===== config.mk =====
export PLATFORM = sky130hd
export DESIGN_NAME = hack_vga_scanout_flat
export DESIGN_NICKNAME = d
export VERILOG_FILES = /design/src/rtl/hack_vga_scanout_if.sv /design/src/rtl/hack_vga_scanout.sv /design/src/flat_wrapper.sv
export SDC_FILE = /design/constraint.sdc
export NUM_CORES = 1
export LEC_CHECK = 0
export BUFFER_PORTS_ARGS = -buffer_cell sky130_fd_sc_hd__buf_2
export CORE_ASPECT_RATIO = 0.6
export CORE_MARGIN = 5
export CORE_UTILIZATION = 62
export DETAILED_ROUTE_END_ITERATION = 6
export GPL_TIMING_DRIVEN = 0
export PLACE_DENSITY = 0.85
export SLEW_MARGIN = 20
export SYNTH_ARGS = -nofsm -noshare
export SYNTH_HDL_FRONTEND = slang
export SYNTH_SLANG_ARGS = --single-unit

===== constraint.sdc =====
create_clock -name clock -period 5.99 [get_ports clock]
set_input_delay 0.599 -clock clock [delete_from_list [all_inputs] [get_ports clock]]
set_output_delay 0.599 -clock clock [all_outputs]
set_load 0.005 [all_outputs]

===== src/rtl/hack_vga_scanout_if.sv =====
// Port B link between hack_vga_scanout and the Hack screen buffer (0x4000-0x5FFF).
// The scan-out side is the master; it only ever reads.
interface hack_vga_scanout_if;
  logic        rd_en;
  logic [12:0] rd_addr;
  logic [15:0] rd_data;

  modport master (output rd_en, output rd_addr, input rd_data);
  modport slave  (input rd_en, input rd_addr, output rd_data);
endinterface


===== src/rtl/hack_vga_scanout.sv =====
// 640x480@60 VGA scan-out of the 512x256 1-bpp Hack screen, centred, one word fetched per 16 pixels.
// Define HACK_VGA_BORDER_EN to paint the visible border blue instead of black.
module hack_vga_scanout #(
  parameter int CLK_DIV  = 2,
  parameter int H_VIS    = 640,
  parameter int H_FP     = 16,
  parameter int H_SYNC   = 96,
  parameter int H_BP     = 48,
  parameter int V_VIS    = 480,
  parameter int V_FP     = 10,
  parameter int V_SYNC   = 2,
  parameter int V_BP     = 33,
  parameter int SCR_X0   = 64,
  parameter int SCR_Y0   = 112,
  parameter bit SYNC_POL = 1'b0
) (
  input  logic                      clock,
  input  logic                      reset_n,
  hack_vga_scanout_if.master        mem,
  output logic                      hsync,
  output logic                      vsync,
  output logic [2:0]                rgb,
  output logic                      frame_start
);

  localparam int               DIV_W      = (CLK_DIV > 1) ? $clog2(CLK_DIV) : 1;
  localparam logic [DIV_W-1:0] DIV_LAST   = DIV_W'(CLK_DIV - 1);
  localparam logic [9:0]       H_LAST     = 10'(H_VIS + H_FP + H_SYNC + H_BP - 1);
  localparam logic [9:0]       V_LAST     = 10'(V_VIS + V_FP + V_SYNC + V_BP - 1);
  localparam logic [9:0]       H_VIS_C    = 10'(H_VIS);
  localparam logic [9:0]       V_VIS_C    = 10'(V_VIS);
  localparam logic [9:0]       HS_BEG     = 10'(H_VIS + H_FP);
  localparam logic [9:0]       HS_END     = 10'(H_VIS + H_FP + H_SYNC - 1);
  localparam logic [9:0]       VS_BEG     = 10'(V_VIS + V_FP);
  localparam logic [9:0]       VS_END     = 10'(V_VIS + V_FP + V_SYNC - 1);
  localparam logic [9:0]       X0         = 10'(SCR_X0);
  localparam logic [9:0]       Y0         = 10'(SCR_Y0);
  // Fetches run two ticks ahead of the pixels they feed.
  localparam logic [9:0]       FETCH_X0   = 10'(SCR_X0 - 2);
  localparam logic [9:0]       FETCH_SPAN = 10'd496;
  localparam logic [2:0]       INK        = 3'b000;
  localparam logic [2:0]       PAPER      = 3'b111;
`ifdef HACK_VGA_BORDER_EN
  localparam logic [2:0]       BORDER_RGB = 3'b001;
`else
  localparam logic [2:0]       BORDER_RGB = 3'b000;
`endif

  logic [DIV_W-1:0] div;
  logic [9:0]       h_cnt;
  logic [9:0]       v_cnt;
  logic [15:0]      shreg;

  logic             tick;
  logic             h_wrap;
  logic             v_wrap;
  logic [9:0]       wx;
  logic [9:0]       wy;
  logic [9:0]       fx;
  logic             in_x;
  logic             in_y;
  logic             visible;
  logic             fetch_hit;
  logic             hs_on;
  logic             vs_on;
  logic [15:0]      pix_word;
  logic [2:0]       rgb_next;

  // NOTE: every always_comb output gets a value first so no latch can be inferred.
  always_comb begin
    tick      = (div == DIV_LAST);
    h_wrap    = (h_cnt == H_LAST);
    v_wrap    = (v_cnt == V_LAST);
    // Out-of-range positions wrap to large unsigned values and fail the range tests.
    wx        = h_cnt - X0;
    wy        = v_cnt - Y0;
    fx        = h_cnt - FETCH_X0;
    in_x      = (wx < 10'd512);
    in_y      = (wy < 10'd256);
    visible   = (h_cnt < H_VIS_C) && (v_cnt < V_VIS_C);
    fetch_hit = in_y && (fx <= FETCH_SPAN) && (fx[3:0] == 4'd0);
    hs_on     = (h_cnt >= HS_BEG) && (h_cnt <= HS_END);
    vs_on     = (v_cnt >= VS_BEG) && (v_cnt <= VS_END);
    // On a word boundary the fresh read data supplies the leftmost pixel directly.
    pix_word  = (in_x && (wx[3:0] == 4'd0)) ? mem.rd_data : shreg;
    rgb_next  = 3'b000;
    if (visible) begin
      if (in_x && in_y) rgb_next = pix_word[0] ? INK : PAPER;
      else              rgb_next = BORDER_RGB;
    end
  end

  // NOTE: non-blocking assignments here so every register samples pre-edge values.
  always_ff @(posedge clock) begin
    if (!reset_n) begin
      div         <= '0;
      h_cnt       <= '0;
      v_cnt       <= '0;
      shreg       <= '0;
      mem.rd_en   <= 1'b0;
      mem.rd_addr <= '0;
      rgb         <= 3'b000;
      frame_start <= 1'b0;
      hsync       <= ~SYNC_POL;
      vsync       <= ~SYNC_POL;
    end else begin
      mem.rd_en   <= 1'b0;
      frame_start <= 1'b0;
      if (tick) begin
        div         <= '0;
        h_cnt       <= h_wrap ? '0 : h_cnt + 10'd1;
        if (h_wrap) v_cnt <= v_wrap ? '0 : v_cnt + 10'd1;
        hsync       <= hs_on ? SYNC_POL : ~SYNC_POL;
        vsync       <= vs_on ? SYNC_POL : ~SYNC_POL;
        rgb         <= rgb_next;
        frame_start <= (h_cnt == '0) && (v_cnt == '0);
        if (fetch_hit) begin
          mem.rd_en   <= 1'b1;
          mem.rd_addr <= {wy[7:0], fx[8:4]};
        end
        if (in_x && in_y) shreg <= {1'b0, pix_word[15:1]};
      end else begin
        div <= div + 1'b1;
      end
    end
  end

endmodule


===== src/flat_wrapper.sv =====
// flat-port wrapper written by rule: the top's interface ports become plain ports
module hack_vga_scanout_flat 
#(
  parameter int CLK_DIV  = 2,
  parameter int H_VIS    = 640,
  parameter int H_FP     = 16,
  parameter int H_SYNC   = 96,
  parameter int H_BP     = 48,
  parameter int V_VIS    = 480,
  parameter int V_FP     = 10,
  parameter int V_SYNC   = 2,
  parameter int V_BP     = 33,
  parameter int SCR_X0   = 64,
  parameter int SCR_Y0   = 112,
  parameter bit SYNC_POL = 1'b0
)
  (clock, reset_n, hsync, vsync, rgb, frame_start, mem_rd_en, mem_rd_addr, mem_rd_data);
  hack_vga_scanout_if mem_i ();
  input  logic clock;
  input  logic reset_n;
  output logic hsync;
  output logic vsync;
  output logic [2:0] rgb;
  output logic frame_start;
  output wire logic [$bits(mem_i.rd_en)-1:0] mem_rd_en;
  output wire logic [$bits(mem_i.rd_addr)-1:0] mem_rd_addr;
  input wire logic [$bits(mem_i.rd_data)-1:0] mem_rd_data;
  assign mem_rd_en = mem_i.rd_en;
  assign mem_rd_addr = mem_i.rd_addr;
  assign mem_i.rd_data = mem_rd_data;
  hack_vga_scanout #(.CLK_DIV(CLK_DIV), .H_VIS(H_VIS), .H_FP(H_FP), .H_SYNC(H_SYNC), .H_BP(H_BP), .V_VIS(V_VIS), .V_FP(V_FP), .V_SYNC(V_SYNC), .V_BP(V_BP), .SCR_X0(SCR_X0), .SCR_Y0(SCR_Y0), .SYNC_POL(SYNC_POL)) u_core (.clock(clock), .reset_n(reset_n), .mem(mem_i), .hsync(hsync), .vsync(vsync), .rgb(rgb), .frame_start(frame_start));
endmodule

# After elaboration in Yosys (flattened, before gate mapping)
# Cells that the tools add are included.
# totals
ff_bits,56
latchBits,0
ram_bits,0
romBits,0
out_inout_bits,20
n_memories,0
# op_classes
add_sub_neg,6
n_mul,0
div_mod_pow,0
magnitude_cmp,9
n_eq_ne,2
shifts,0
muxes,9
bitwise_logic,1
n_reduce_logical,17
# op_table
operator,n
$add 10x1->10 const B,2
$eq 10x10->1 const B,2
$le 10x9->1 const B,2
$logic_not 10->1,2
$lt 10x10->1 const B,2
$lt 10x9->1 const B,2
$mux 10,2
$sub 10x7->10 const B,2
$mux 16,1
$ge 10x10->1 const B,1
$ge 10x9->1 const B,1
$le 10x10->1 const B,1
$sub 10x6->10 const B,1
$mux 3,3
$logic_and 1x1->1,8
$logic_not 4->1,2
$reduce_and 2->1,4
$mux 1,3
$reduce_or 2->1,1
$add 1x1->1 const B,1
$not 1->1,1

# Depth between registers and ports, before layout
# depth
ltp_word,7
depth_mapped,9
depth_no_buf,8

# Worst setup path before layout
# OpenSTA, ideal clock, no wires.
# synth_path
kind,reg-to-reg
startpoint,register u_core.h_cnt[2]
endpoint,register u_core.mem.rd_addr[0]
setup_ps,72
arrival_ps,2004
required_time_ps,5918
slack_ps,3915
path_stages_with_launch,10
synth_period_minus_slack_ps,2075
cell_sequence,dfxtp_1 ha_1 buf_4 nand4_2 xor2_1 and3_4 o211a_4 a21oi_4 buf_12 mux2i_1
# synth_via
elab_chain_len,5
elab_cells_between_ends,6
# synth_rtl
item,line_no,rtl
from (decl),hack_vga_scanout.sv:50,logic [9:0] h_cnt;
from (signal assigned),hack_vga_scanout.sv:111,h_cnt <= h_wrap ? '0 : h_cnt + 10'd1;
$sub 10x6->10 (*),hack_vga_scanout.sv:77,fx = h_cnt - FETCH_X0;
$le 10x9->1,hack_vga_scanout.sv:81,fetch_hit = in_y && (fx <= FETCH_SPAN) && (fx[3:0] == 4'd0);
$logic_and 1x1->1 (2 in series),hack_vga_scanout.sv:81,
$reduce_and 2->1 (no source line),n/a,
to (signal assigned),hack_vga_scanout.sv:119,"mem.rd_addr <= {wy[7:0], fx[8:4]};"
to (decl),hack_vga_scanout_if.sv:8,"modport master (output rd_en, output rd_addr, input rd_data);"
# Mark *: on every way between the ends. The rest lies on a longest branch, timed or not.
# A chain may end at the register's enable or synchronous reset.

# Final worst setup path
# layout_path
startpoint,register u_core.h_cnt[1]
endpoint,register u_core.mem.rd_addr[9]
# layout_via
elab_chain_len,5
elab_cells_between_ends,6
# layout_rtl
item,line_no
$sub 10x6->10 (*),hack_vga_scanout.sv:77
$le 10x9->1,hack_vga_scanout.sv:81
$logic_and 1x1->1,hack_vga_scanout.sv:81
$logic_and 1x1->1 (*),hack_vga_scanout.sv:81
$reduce_and 2->1 (no source line) (*),n/a
# Marked as above.

==> flow_metrics.py <==
metrics = {
    "synthesis": {
        "synth_flop_cell": "dfxtp_1",
        "avgSynthCellArea_um2": 8.89,
        "ys_seq_elements": 54,
        "synth_cells": 332,
        "yosysSeqAreaShare": 0.366,
        "synth-edff-count": 0,
        "syn-num-nets": 360,
        "syn_area_um2": 2950,
        "synth_cell_types": 51,
        "yosys_warnings": 0,
        "async_flop_share": 0,
    },
    "clocking": {
        "hold_buffers": 0,
        "cts_setup_buffers": 0,
        "cts_htree_levels": 2,
        "clkTransAtPathRegs_ns": 0.10,
        "cts_tree": "yes",
        "insertion_delay_ns": 0.31,
        "clockBufferDepth": 2,
        "ctsRootBufferMaster": "clkbuf_8",
        "post_cts_resized": 0,
        "cts_sinks": 54,
        "cts_buffers": 5,
    },
    "power_and_ir_drop": {
        "peakVddDrop_v": 0.000150,
        "p_leak_nw": 1.65,
        "power_density_nw_per_um2": 191,
        "fin_total_pwr_w": 0.000633,
    },
    "cells_and_area": {
        "layout_commonest_cell": "nand2_1",
        "antenna_cells": 0,
        "fin_nets": 403,
        "area_growth_syn_to_layout_pct": 12.5,
        "fill_cells": 360,
        "drive_gt1_frac": 0.189,
        "layout_common_cells": "59 x nand2_1, 54 x dfxtp_1, 44 x buf_2",
    },
    "sta": {
        "drv_slew": 0,
        "fin_tns_setup_ns": 0,
        "tightest_slew_ns": 0.648,
        "min_period_over_period": 0.395,
        "rsz0062_at_grt": "no",
        "slew_headroom": 0.565,
        "finalHoldViolations": 0,
        "fmax_mhz": 423,
        "finClkSkew_ns": 0.00364,
        "fin_crit_ns": 2.37,
        "finalSetupViolations": 0,
    },
    "worst_setup_path": {
        "crit_path_start_kind": "flop",
        "worstPathRequired_ns": 6.23,
        "path_max_fanout": 10,
        "crit_type": "reg -> reg",
        "rr_worst_depth": 9,
        "cp-end-kind": "flop",
        "arrival_ns": 2.60,
    },
    "placement": {
        "io_buffers": 36,
        "gp_congestion": 0.886,
        "hpwl_um": 4900,
    },
    "die": {
        "die_y_um": 63.4,
        "core-area_um2": 4590,
        "io_pins": 38,
        "die_x_um": 99.1,
        "initial_core_util": 0.643,
        "rows": 19,
        "die_area_um2": 6280,
    },
    "global_routing": {
        "grt_max_degree": 17,
        "antenna_found_initial": 0,
        "grt_pass1_vias": 2418,
        "grt_pass1_wl_um": 11300,
        "grtUsageTotal": 0.220,
        "overflow": 0,
    },
    "detailed_routing": {
        "vias": 2463,
        "drtPass1Iterations": 4,
        "wl_per_cell_um": 15.2,
        "wirelength_um": 6660,
        "final_antenna_net_count": 0,
        "remaining_drc_errors": 0,
        "vias_per_cell": 5.61,
        "drt_iter0_drc": 182,
    },
    "worst_hold_path": {
        "hold_depth": 2,
        "hold_path_class": "reg -> reg",
    },
    "outcome": {
        "status": "complete, no violations",
    },
    "job": {
        "maxCapViolations": 0,
    },
}
[synthesized netlist by cell type (all sizes together), types with 2 or more instances]
master	number	area (um2)
nor3b	2	15.0
ha	10	125
nand3	14	70.1
o211a	15	158
nor4	2	12.5
and3	4	30.0
nand2b	2	12.5
xnor2	16	140
inv	15	56.3
a21boi	2	15.0
mux2i	31	310
clkbuf	10	37.5
nor2b	5	31.3
and2	8	52.6
nand2	60	228
xor2	8	70.1
a21oi	5	36.3
dfxtp	54	1080
o21ai	4	20.0
nor3	5	40.0
buf	16	124
nor2	21	78.8
nand4	7	65.1
[state kept, by name, indices dropped and copies added (netlist names)]
| name | flops |
|---|---|
| u_core.mem.rd_addr | 13 |
| u_core.h_cnt | 10 |
| u_core.shreg | 15 |
| u_core.mem.rd_en | 1 |
| u_core.v_cnt | 10 |
| u_core.div | 1 |
| u_core.hsync | 1 |
| u_core.frame_start | 1 |
| u_core.rgb | 1 |
| u_core.vsync | 1 |
[through the flow]
step                 util  hold WS, ns  instances  instance area, um2  setup slack (ns)
global placement    0.699        0.440        431                3210              3.74
finish              0.723        0.458        439                3320              3.62
global route        0.723        0.487        439                3320              3.48
CTS                 0.723        0.460        439                3320              3.65
floorplan               -        0.451        332                2950              3.91
detailed placement  0.699        0.447        431                3210              3.68
[area by class of cell]
type / count / area (um2) / share of cell area
Multi-Input combinational cell: 237 / 1650 / 0.498
Sequential cell: 54 / 1080 / 0.326
Timing Repair Buffer: 36 / 180 / 0.0543
Buffer: 26 / 161 / 0.0486
Tap cell: 63 / 78.8 / 0.0238
Clock buffer: 5 / 68.8 / 0.0207
Inverter: 15 / 56.3 / 0.0170
Clock inverter: 3 / 40.0 / 0.0121
[logic make-up after synthesis]
group,count (synthesis),share of synthesized area
buffers and inverters,41,0.0738
muxes,31,0.105
and+or+nand+nor,134,0.228
DFF,54,0.366
adders and majority gates,10,0.0424
xor gates and xnor gates,24,0.0712
AOI/OAI and AO/OA,38,0.113
[power breakdown]
group           total, W  switching [W]  internal, W
clock           0.000243       0.000119     0.000123
combinational  0.0000269      0.0000171   0.00000986
sequential      0.000364     0.00000295     0.000361
[final timing paths]
kind / from / endpoint / slack, ns
hold / removal: u_core.mem.rd_addr[7] / u_core.mem.rd_addr[7] / 0.46
hold reg to reg: u_core.mem.rd_addr[7] / u_core.mem.rd_addr[7] / 0.46
setup / recovery: u_core.h_cnt[1] / u_core.mem.rd_addr[9] / 3.62
setup reg to reg: u_core.h_cnt[1] / u_core.mem.rd_addr[9] / 3.62
[routing by layer]
metal	up-vias	share of wire	GRT usage
met5	-	0	0
met4	0	0.0092	0.0528
met3	9	0.080	0.0584
met2	88	0.44	0.334
met1	1161	0.47	0.310
li1	1205	-	-
[critical path, stage by stage, from the launching register on]
cell     delay [ns]
dfxtp_1        0.51
ha_1           0.21
buf_4          0.15
nand4_2        0.18
xor2_1         0.18
and3_4         0.18
o211a_4        0.23
a21oi_4        0.26
buf_12         0.18
mux2i_1        0.20
Power figures use the tool's default switching activity.
